File: src/rtl/ws2812_pkg.sv
// Shared types and default timing constants for the WS2812 frame scheduler.
package ws2812_pkg;

  typedef enum logic [1:0] {
    ST_IDLE      = 2'd0,
    ST_START     = 2'd1,
    ST_WAIT_BUSY = 2'd2,
    ST_RUN       = 2'd3
  } sched_state_e;

  localparam int unsigned TICK_DIV_DEF = 2000;
  localparam int unsigned START_TO_DEF = 16;

  typedef logic bank_t;

endpackage

File: src/rtl/ws2812_tick_gen.sv
// Free-running prescaler: one-cycle tick every TICK_DIV clk_in cycles.
module ws2812_tick_gen
  import ws2812_pkg::*;
#(
  parameter int unsigned TICK_DIV = TICK_DIV_DEF
) (
  input  logic clk_in,
  input  logic rst_n_in,
  output logic tick_out
);

  localparam int unsigned CW = (TICK_DIV > 1) ? $clog2(TICK_DIV) : 1;
  localparam logic [CW-1:0] LAST = CW'(TICK_DIV - 1);

  logic [CW-1:0] r_cnt;

  // Prescaler counter, wraps after the tick cycle.
  always_ff @(posedge clk_in or negedge rst_n_in) begin
    if (!rst_n_in) begin
      r_cnt <= '0;
    end else if (r_cnt == LAST) begin
      r_cnt <= '0;
    end else begin
      r_cnt <= r_cnt + CW'(1);
    end
  end

  assign tick_out = (r_cnt == LAST);

endmodule

File: src/rtl/ws2812_frame_sched.sv
// Frame scheduler: starts frames on host commit or auto-refresh, owns the
// double-buffer bank select and reports overrun / start-timeout errors.
module ws2812_frame_sched
  import ws2812_pkg::*;
#(
  parameter int unsigned TICK_DIV = TICK_DIV_DEF,
  parameter int unsigned START_TO = START_TO_DEF,
  parameter int unsigned FCNT_W   = 8
) (
  input  logic              clk_in,
  input  logic              rst_n_in,
  input  logic              host_done_in,
  input  logic              ctl_busy_in,
  input  logic              auto_en_in,
  input  logic [15:0]       period_in,
  input  logic              err_clr_in,
  output logic              frame_rdy_out,
  output logic              wr_bank_out,
  output logic              rd_bank_out,
  output logic [FCNT_W-1:0] frame_cnt_out,
  output logic              overrun_out,
  output logic              timeout_out
);

  localparam int unsigned     TO_W    = $clog2(START_TO + 1);
  localparam logic [TO_W-1:0] TO_LAST = TO_W'(START_TO - 1);

  sched_state_e      r_state;
  logic              r_pending;
  logic              r_auto_req;
  logic [15:0]       r_timer;
  logic [TO_W-1:0]   r_to_cnt;
  logic              r_frame_rdy;
  bank_t             r_wr_bank;
  bank_t             r_rd_bank;
  logic [FCNT_W-1:0] r_frame_cnt;
  logic              r_overrun;
  logic              r_timeout;

  logic              w_tick;
  logic              w_auto_on;
  logic              w_start;
  logic              w_to_expire;
  logic              w_ovr_set;
  logic [16:0]       w_timer_inc;

  ws2812_tick_gen #(
    .TICK_DIV (TICK_DIV)
  ) u_tick_gen (
    .clk_in   (clk_in),
    .rst_n_in (rst_n_in),
    .tick_out (w_tick)
  );

  assign w_auto_on   = auto_en_in && (period_in != 16'd0);
  assign w_start     = (r_state == ST_IDLE) && (r_pending || r_auto_req) && !ctl_busy_in;
  assign w_to_expire = (r_state == ST_WAIT_BUSY) && !ctl_busy_in && (r_to_cnt == TO_LAST);
  assign w_ovr_set   = host_done_in && r_pending;
  assign w_timer_inc = {1'b0, r_timer} + 17'd1;

  // Host commit latch; a commit arriving in the start cycle stays pending.
  always_ff @(posedge clk_in or negedge rst_n_in) begin
    if (!rst_n_in) begin
      r_pending <= 1'b0;
    end else begin
      r_pending <= host_done_in || (r_pending && !w_start);
    end
  end

  // Period timer; holds the request once raised until a frame consumes it.
  always_ff @(posedge clk_in or negedge rst_n_in) begin
    if (!rst_n_in) begin
      r_timer    <= 16'd0;
      r_auto_req <= 1'b0;
    end else if (!w_auto_on || w_start) begin
      r_timer    <= 16'd0;
      r_auto_req <= 1'b0;
    end else if (w_tick && !r_auto_req) begin
      r_timer <= w_timer_inc[15:0];
      if (w_timer_inc >= {1'b0, period_in}) begin
        r_auto_req <= 1'b1;
      end
    end
  end

  // Scheduler FSM with registered strobe, bank select and frame counter.
  always_ff @(posedge clk_in or negedge rst_n_in) begin
    if (!rst_n_in) begin
      r_state     <= ST_IDLE;
      r_frame_rdy <= 1'b0;
      r_wr_bank   <= 1'b0;
      r_rd_bank   <= 1'b1;
      r_frame_cnt <= '0;
      r_to_cnt    <= '0;
    end else begin
      r_frame_rdy <= 1'b0;
      case (r_state)
        ST_IDLE: begin
          if (w_start) begin
            r_state     <= ST_START;
            r_frame_rdy <= 1'b1;
            r_frame_cnt <= r_frame_cnt + FCNT_W'(1);
            r_to_cnt    <= '0;
            // Swap only for host frames, and only while the controller is idle.
            if (r_pending) begin
              r_wr_bank <= ~r_wr_bank;
              r_rd_bank <= r_wr_bank;
            end
          end
        end
        ST_START: begin
          r_to_cnt <= r_to_cnt + TO_W'(1);
          r_state  <= ST_WAIT_BUSY;
        end
        ST_WAIT_BUSY: begin
          if (ctl_busy_in) begin
            r_state <= ST_RUN;
          end else if (r_to_cnt == TO_LAST) begin
            r_state <= ST_IDLE;
          end else begin
            r_to_cnt <= r_to_cnt + TO_W'(1);
          end
        end
        ST_RUN: begin
          if (!ctl_busy_in) begin
            r_state <= ST_IDLE;
          end
        end
        default: begin
          r_state <= ST_IDLE;
        end
      endcase
    end
  end

  // Sticky error flags; a set in the same cycle as a clear wins.
  always_ff @(posedge clk_in or negedge rst_n_in) begin
    if (!rst_n_in) begin
      r_overrun <= 1'b0;
      r_timeout <= 1'b0;
    end else begin
      if (w_ovr_set) begin
        r_overrun <= 1'b1;
      end else if (err_clr_in) begin
        r_overrun <= 1'b0;
      end
      if (w_to_expire) begin
        r_timeout <= 1'b1;
      end else if (err_clr_in) begin
        r_timeout <= 1'b0;
      end
    end
  end

  assign frame_rdy_out = r_frame_rdy;
  assign wr_bank_out   = r_wr_bank;
  assign rd_bank_out   = r_rd_bank;
  assign frame_cnt_out = r_frame_cnt;
  assign overrun_out   = r_overrun;
  assign timeout_out   = r_timeout;

endmodule

File: config.mk
export PLATFORM = sky130hd
export DESIGN_NAME = ws2812_frame_sched
export DESIGN_NICKNAME = d
export VERILOG_FILES = /design/src/rtl/ws2812_pkg.sv /design/src/rtl/ws2812_tick_gen.sv /design/src/rtl/ws2812_frame_sched.sv
export SDC_FILE = /design/constraint.sdc
export NUM_CORES = 1
export LEC_CHECK = 0
export BUFFER_PORTS_ARGS = -buffer_cell sky130_fd_sc_hd__buf_4
export CELL_PAD_IN_SITES_DETAIL_PLACEMENT = 1
export CELL_PAD_IN_SITES_GLOBAL_PLACEMENT = 1
export CORE_MARGIN = 5
export CORE_UTILIZATION = 49
export CTS_CLUSTER_SIZE = 25
export DETAILED_ROUTE_END_ITERATION = 6
export PLACE_DENSITY_LB_ADDON = 0.1
export SETUP_SLACK_MARGIN = 0.4
export SYNTH_ARGS = -nofsm -noshare
export SYNTH_HDL_FRONTEND = slang
export SYNTH_SLANG_ARGS = --single-unit
File: constraint.sdc
create_clock -name clk_in -period 6.4 [get_ports clk_in]
set_input_delay 0.64 -clock clk_in [delete_from_list [all_inputs] [get_ports clk_in]]
set_output_delay 0.64 -clock clk_in [all_outputs]
set_load 0.02 [all_outputs]
# Word level (Yosys, flattened, before mapping)
# Index checks and enable logic that the tools add are counted.
[word_totals]
in_bits = 22
elab_cells = 75
ff_bits = 49
[classes]
mux = 20
magnitude_cmp = 1
reduce_logical = 27
n_eq_ne = 10
n_addsub = 4
n_bitwise = 1
[ops]
columns = ["operator", "count"]
rows = [
  ["16-bit 2-to-1 mux", 2],
  ["16-bit by 1-bit adder with 17-bit output, second input constant", 1],
  ["17-bit by 16-bit greater-or-equal comparator with 1-bit output", 1],
  ["16-bit nonzero test", 1],
  ["5-bit 2-to-1 mux", 3],
  ["5-bit one-hot mux with 3 select lines", 1],
  ["11-bit by 1-bit adder with 11-bit output, second input constant", 1],
  ["11-bit == test, second input constant", 1],
  ["11-bit 2-to-1 mux", 1],
  ["8-bit by 1-bit adder with 8-bit output, second input constant", 1],
  ["1-bit logical AND", 8],
  ["1-bit 2-to-1 mux", 8],
  ["2-bit 2-to-1 mux", 4],
  ["2-bit inequality test, second input constant", 4],
  ["2-bit one-hot mux with 4 select lines", 1],
  ["2-bit nonzero test", 4],
  ["3-bit AND reduction", 2],
  ["5-bit by 1-bit adder with 5-bit output, second input constant", 1],
  ["5-bit by 4-bit == test with 1-bit output, second input constant", 1],
  ["2-bit == test, second input constant", 2],
  ["1-bit logical NOT", 4],
  ["2-bit AND reduction", 2],
  ["4-bit AND reduction", 1],
  ["1-bit logical OR", 3],
  ["other kinds (5)", 5],
]

# Longest topological paths before layout
[depth]
depth_word = 6
depth_mapped = 11
ltp_nobuf = 11

# By module
# Synthesis repeated with hierarchy kept, for this count alone.
[hier_totals]
hier_cells = 325
hier_area_um2 = 3094.2
[modules_own_cells]
columns = ["mod", "cells_per_inst", "instances", "area_each_um2", "seq_area_each_um2"]
rows = [
  ["ws2812_frame_sched", 275, 1, 2541.2, 952.2],
  ["ws2812_tick_gen", 50, 1, 553.0, 275.3],
]

# Least setup slack after synthesis
# No wires, ideal clock.
[synth_path]
kind = "flip-flop to flip-flop"
from = "reg r_timer[0]"
to = "reg r_auto_req"
path_buffers = 0
path_stages_with_launch = 12
arrival_time_ns = 2.450
t_required_ns = 6.301
path_slack_ns = 3.851
synth_period_minus_slack_ns = 2.549
setup_ns = 0.099
cell_sequence = "dfrtp_1 > ha_1 > and2_1 > and2_1 > nand3_1 > xnor2_1 > ha_1 > nand4_1 > nor4_1 > nor3_1 > or2_2 > a311oi_1"
[synth_between]
elab_chain_len = 4
[synth_rtl]
columns = ["element", "line", "rtl"]
rows = [
  ["start: declaration", "ws2812_frame_sched.sv:31", "logic [15:0] r_timer;"],
  ["start signal: assignment", "ws2812_frame_sched.sv:79", "r_timer <= w_timer_inc[15:0];"],
  ["16-bit by 1-bit adder with 17-bit output", "ws2812_frame_sched.sv:59", "assign w_timer_inc = {1'b0, r_timer} + 17'd1;"],
  ["17-bit by 16-bit greater-or-equal comparator with 1-bit output", "ws2812_frame_sched.sv:80", "if (w_timer_inc >= {1'b0, period_in}) begin"],
  ["2-bit nonzero test (no source line)", "-", ""],
  ["2-bit AND reduction (no source line)", "-", ""],
  ["end signal: assignment", "ws2812_frame_sched.sv:74", "r_auto_req <= 1'b0;"],
  ["end signal: assignment", "ws2812_frame_sched.sv:77", "r_auto_req <= 1'b0;"],
  ["end signal: assignment", "ws2812_frame_sched.sv:81", "r_auto_req <= 1'b1;"],
  ["end: declaration", "ws2812_frame_sched.sv:30", "logic r_auto_req;"],
]
# No other way between the ends.
# A chain may end at the register's enable or synchronous reset.

# Worst setup path in the final report
# Same ends and word-level chain as after synthesis.

==> impl_metrics.json <==
{
  "cts_tree": "yes",
  "fin_crit_ns": 2.89,
  "drt_iter0_drc": 81,
  "syn_to_final_growth_pct": 12.4,
  "yosys_warnings": 0,
  "dieArea_um2": 8010,
  "cts_setup_buffers": 0,
  "initial_core_util_pct": 49.6,
  "cp-start-kind": "register",
  "max-slew-margin-rel_pct": 56.0,
  "htreeDepth": 2,
  "p_int_uw": 556,
  "synthDistinctLibCells": 46,
  "gr-total-overflow": 0,
  "fin_nets": 395,
  "setup_viol_count_final": 0,
  "mostFrequentLayoutCells": "dfrtp_1, buf_4, nand2_1",
  "rsz0062_at_grt": "false",
  "dr.pass1.iters": 4,
  "hold_violations": 0,
  "synth_seq_cells": 49,
  "antenna_left": 0,
  "vdd_drop_max_mv": 0.285,
  "place.gp.congestion": 0.789,
  "clockBufferDepth": 2,
  "max_freq_mhz": 347,
  "seq_area_frac_synth_pct": 39.7,
  "cts_num_sinks": 49,
  "cts_buffers": 5,
  "cp.required_ns": 6.62,
  "num_rows": 29,
  "crit_path_end_kind": "register",
  "fin_crit_sh_pct": 45.1,
  "layout_commonest_cell": "dfrtp_1",
  "die_y_um": 89.5,
  "worstSkewPairLatency_ns": 0.31,
  "wl_per_cell_um": 15.5,
  "n_antenna_cell": 0,
  "numPortBuffers": 34,
  "grt_usage_pct": 17.1,
  "p_seq_share_pct": 46.3,
  "tightest_slew_ns": 0.659,
  "vias": 2317,
  "hold_path.class": "primary input to async pin",
  "fillers": 728,
  "netlist_instances": 315,
  "hpwl_um": 4960,
  "clockRootBuffer": "clkbuf_8",
  "p_switching_uw": 293,
  "post_synth.cell_area_avg_um2": 9.83,
  "combPwrFrac_pct": 29.9,
  "status": "finished clean",
  "syn_nets": 362,
  "arrival_ns": 3.10,
  "drv_cap": 0,
  "stdcell_area_um2": 3480,
  "holdWs_ns": 0.340,
  "clock_skew_ns": 0.0216,
  "viasPerCell": 5.44,
  "clockPowerShare_pct": 23.8,
  "p_sw_share_pct": 34.5,
  "power_density_nw_per_um2": 244,
  "cts-hold-fix-buffers": 0,
  "drv_slew": 0,
  "tns_ns": 0,
  "drive_gt1_share_pct": 18.6,
  "cts_resized": 0,
  "antenna_found_initial": 0,
  "clk_pin_slew_ns": 0.10,
  "fp.coreArea_um2": 6240,
  "syn-cell-area_um2": 3100,
  "grt_pass1_vias": 2336,
  "grt_pass1_wl_um": 10800,
  "leakage_uw": 0.00170,
  "io-pin-count": 35,
  "critPathKind": "register to register",
  "grt_max_degree": 50,
  "placed_cell_area_um2": 3380,
  "critPathMaxFanout": 5,
  "drc": 0,
  "die_x_um": 89.5,
  "drt_wl_total_um": 6620
}
==> path summary, 6_finish.rpt <==
check                                 startpoint                   to  slack (ns)  cells past startpoint
worst min-delay path                    rst_n_in  u_tick_gen.r_cnt[9]        0.34                      1
max in group asynchronous               rst_n_in     frame_cnt_out[5]        5.62                      1
worst max-delay path                  r_timer[0]           r_auto_req        3.51                     11
min in group clk_in             frame_cnt_out[7]     frame_cnt_out[7]        0.48                      1
worst max register to register        r_timer[0]           r_auto_req        3.51                     11
worst min register to register  frame_cnt_out[7]     frame_cnt_out[7]        0.48                      1
==> layout make-up <==
cell class              count  area [µm²]  share of cell area (%)
multi-input cells         235        1710                    49.2
clock inverters             1        5.00                   0.144
well taps                  77        96.3                    2.77
clock buffers               7        96.3                    2.77
repair buffers             34         255                    7.33
flip-flops and latches     49        1230                    35.3
inverters                  23        86.3                    2.48
==> metrics by stage <==
stage | power [µW] | cells | setup WS [ns] | utilization (%)
floorplan | 559 | 315 | 3.85 | -
global placement | 646 | 418 | 3.67 | 54.2
detailed placement | 658 | 418 | 3.55 | 54.2
CTS | 861 | 426 | 3.52 | 55.8
global route | 907 | 426 | 3.29 | 55.8
finish | 848 | 426 | 3.51 | 55.8
==> registers in the layout, indices dropped and copies added, names as in the netlist <==
register	cells
r_auto_req	1
frame_cnt_out	8
timeout_out	1
frame_rdy_out	1
overrun_out	1
r_pending	1
rd_bank_out	1
r_to_cnt	5
u_tick_gen.r_cnt	11
r_timer	16
r_state	2
wr_bank_out	1
==> power by group through the flow <==
stage          logic (µW)  clock network [µW]  registers [µW]
2_1_floorplan         141                   0             417
3_3_place_gp          249                   0             397
3_5_place_dp          259                   0             399
4_1_cts               259                 209             393
5_1_grt               283                 223             400
6_report              253                 202             393
==> critical path, stage by stage, from the launching register on <==
cell and delay (ns):
dfrtp_1 0.44, ha_1 0.23, and2_1 0.26, and2_1 0.25, nand3_1 0.11, xnor2_1 0.16, ha_1 0.30, nand4_1 0.15
nor4_1 0.28, nor3_1 0.08, or2_2 0.29, a311oi_1 0.25
==> synthesized netlist by cell type (all sizes together) <==
library cell,number,share of area (%)
nor4,7,2.4
o311ai,1,0.53
nor2b,2,0.40
and3,10,2.4
and2,2,0.40
o21ai,18,2.9
buf,7,1.7
o22ai,2,0.40
ha,25,10
a22o,2,0.57
nor2,25,3.1
nand2,29,3.5
clkbuf,1,0.44
xor2,15,4.2
nor3,6,1.5
dfrtp,48,39
a311oi,1,0.28
xnor2,25,7.1
a21oi,11,1.8
or2,2,0.40
nor3b,2,0.65
mux2,1,0.36
and4,8,2.4
a31oi,1,0.20
nand2b,5,1.0
or3,5,1.0
nand4,10,3.5
a211oi,3,0.73
a21o,3,0.73
o41ai,1,0.28
nand3,12,2.3
inv,23,2.8
a211o,1,0.28
dfstp,1,0.85
==> kinds of logic (layout without fill, tap and decap cells) <==
group,Yosys count,after routing,synth area share (%)
muxes,1,1,0.364
xor gates and xnor gates,40,40,11.3
and+or+nand+nor,125,125,24.9
DFF,49,49,39.7
AOI/OAI and AO/OA,44,44,8.69
adders and majority gates,25,25,10.1
buffers and inverters,31,65,4.97
==> metal layers <==
layer | routed length (µm) | track usage (%) | vias to the layer above
met1 | 3210 | 23.2 | 1128
met3 | 185 | 2.76 | 4
met2 | 3170 | 28.9 | 24
met4 | 41 | 3.65 | 0
met5 | 0 | 0 | -
li1 | - | - | 1161
(Power assumes the default switching activity.)
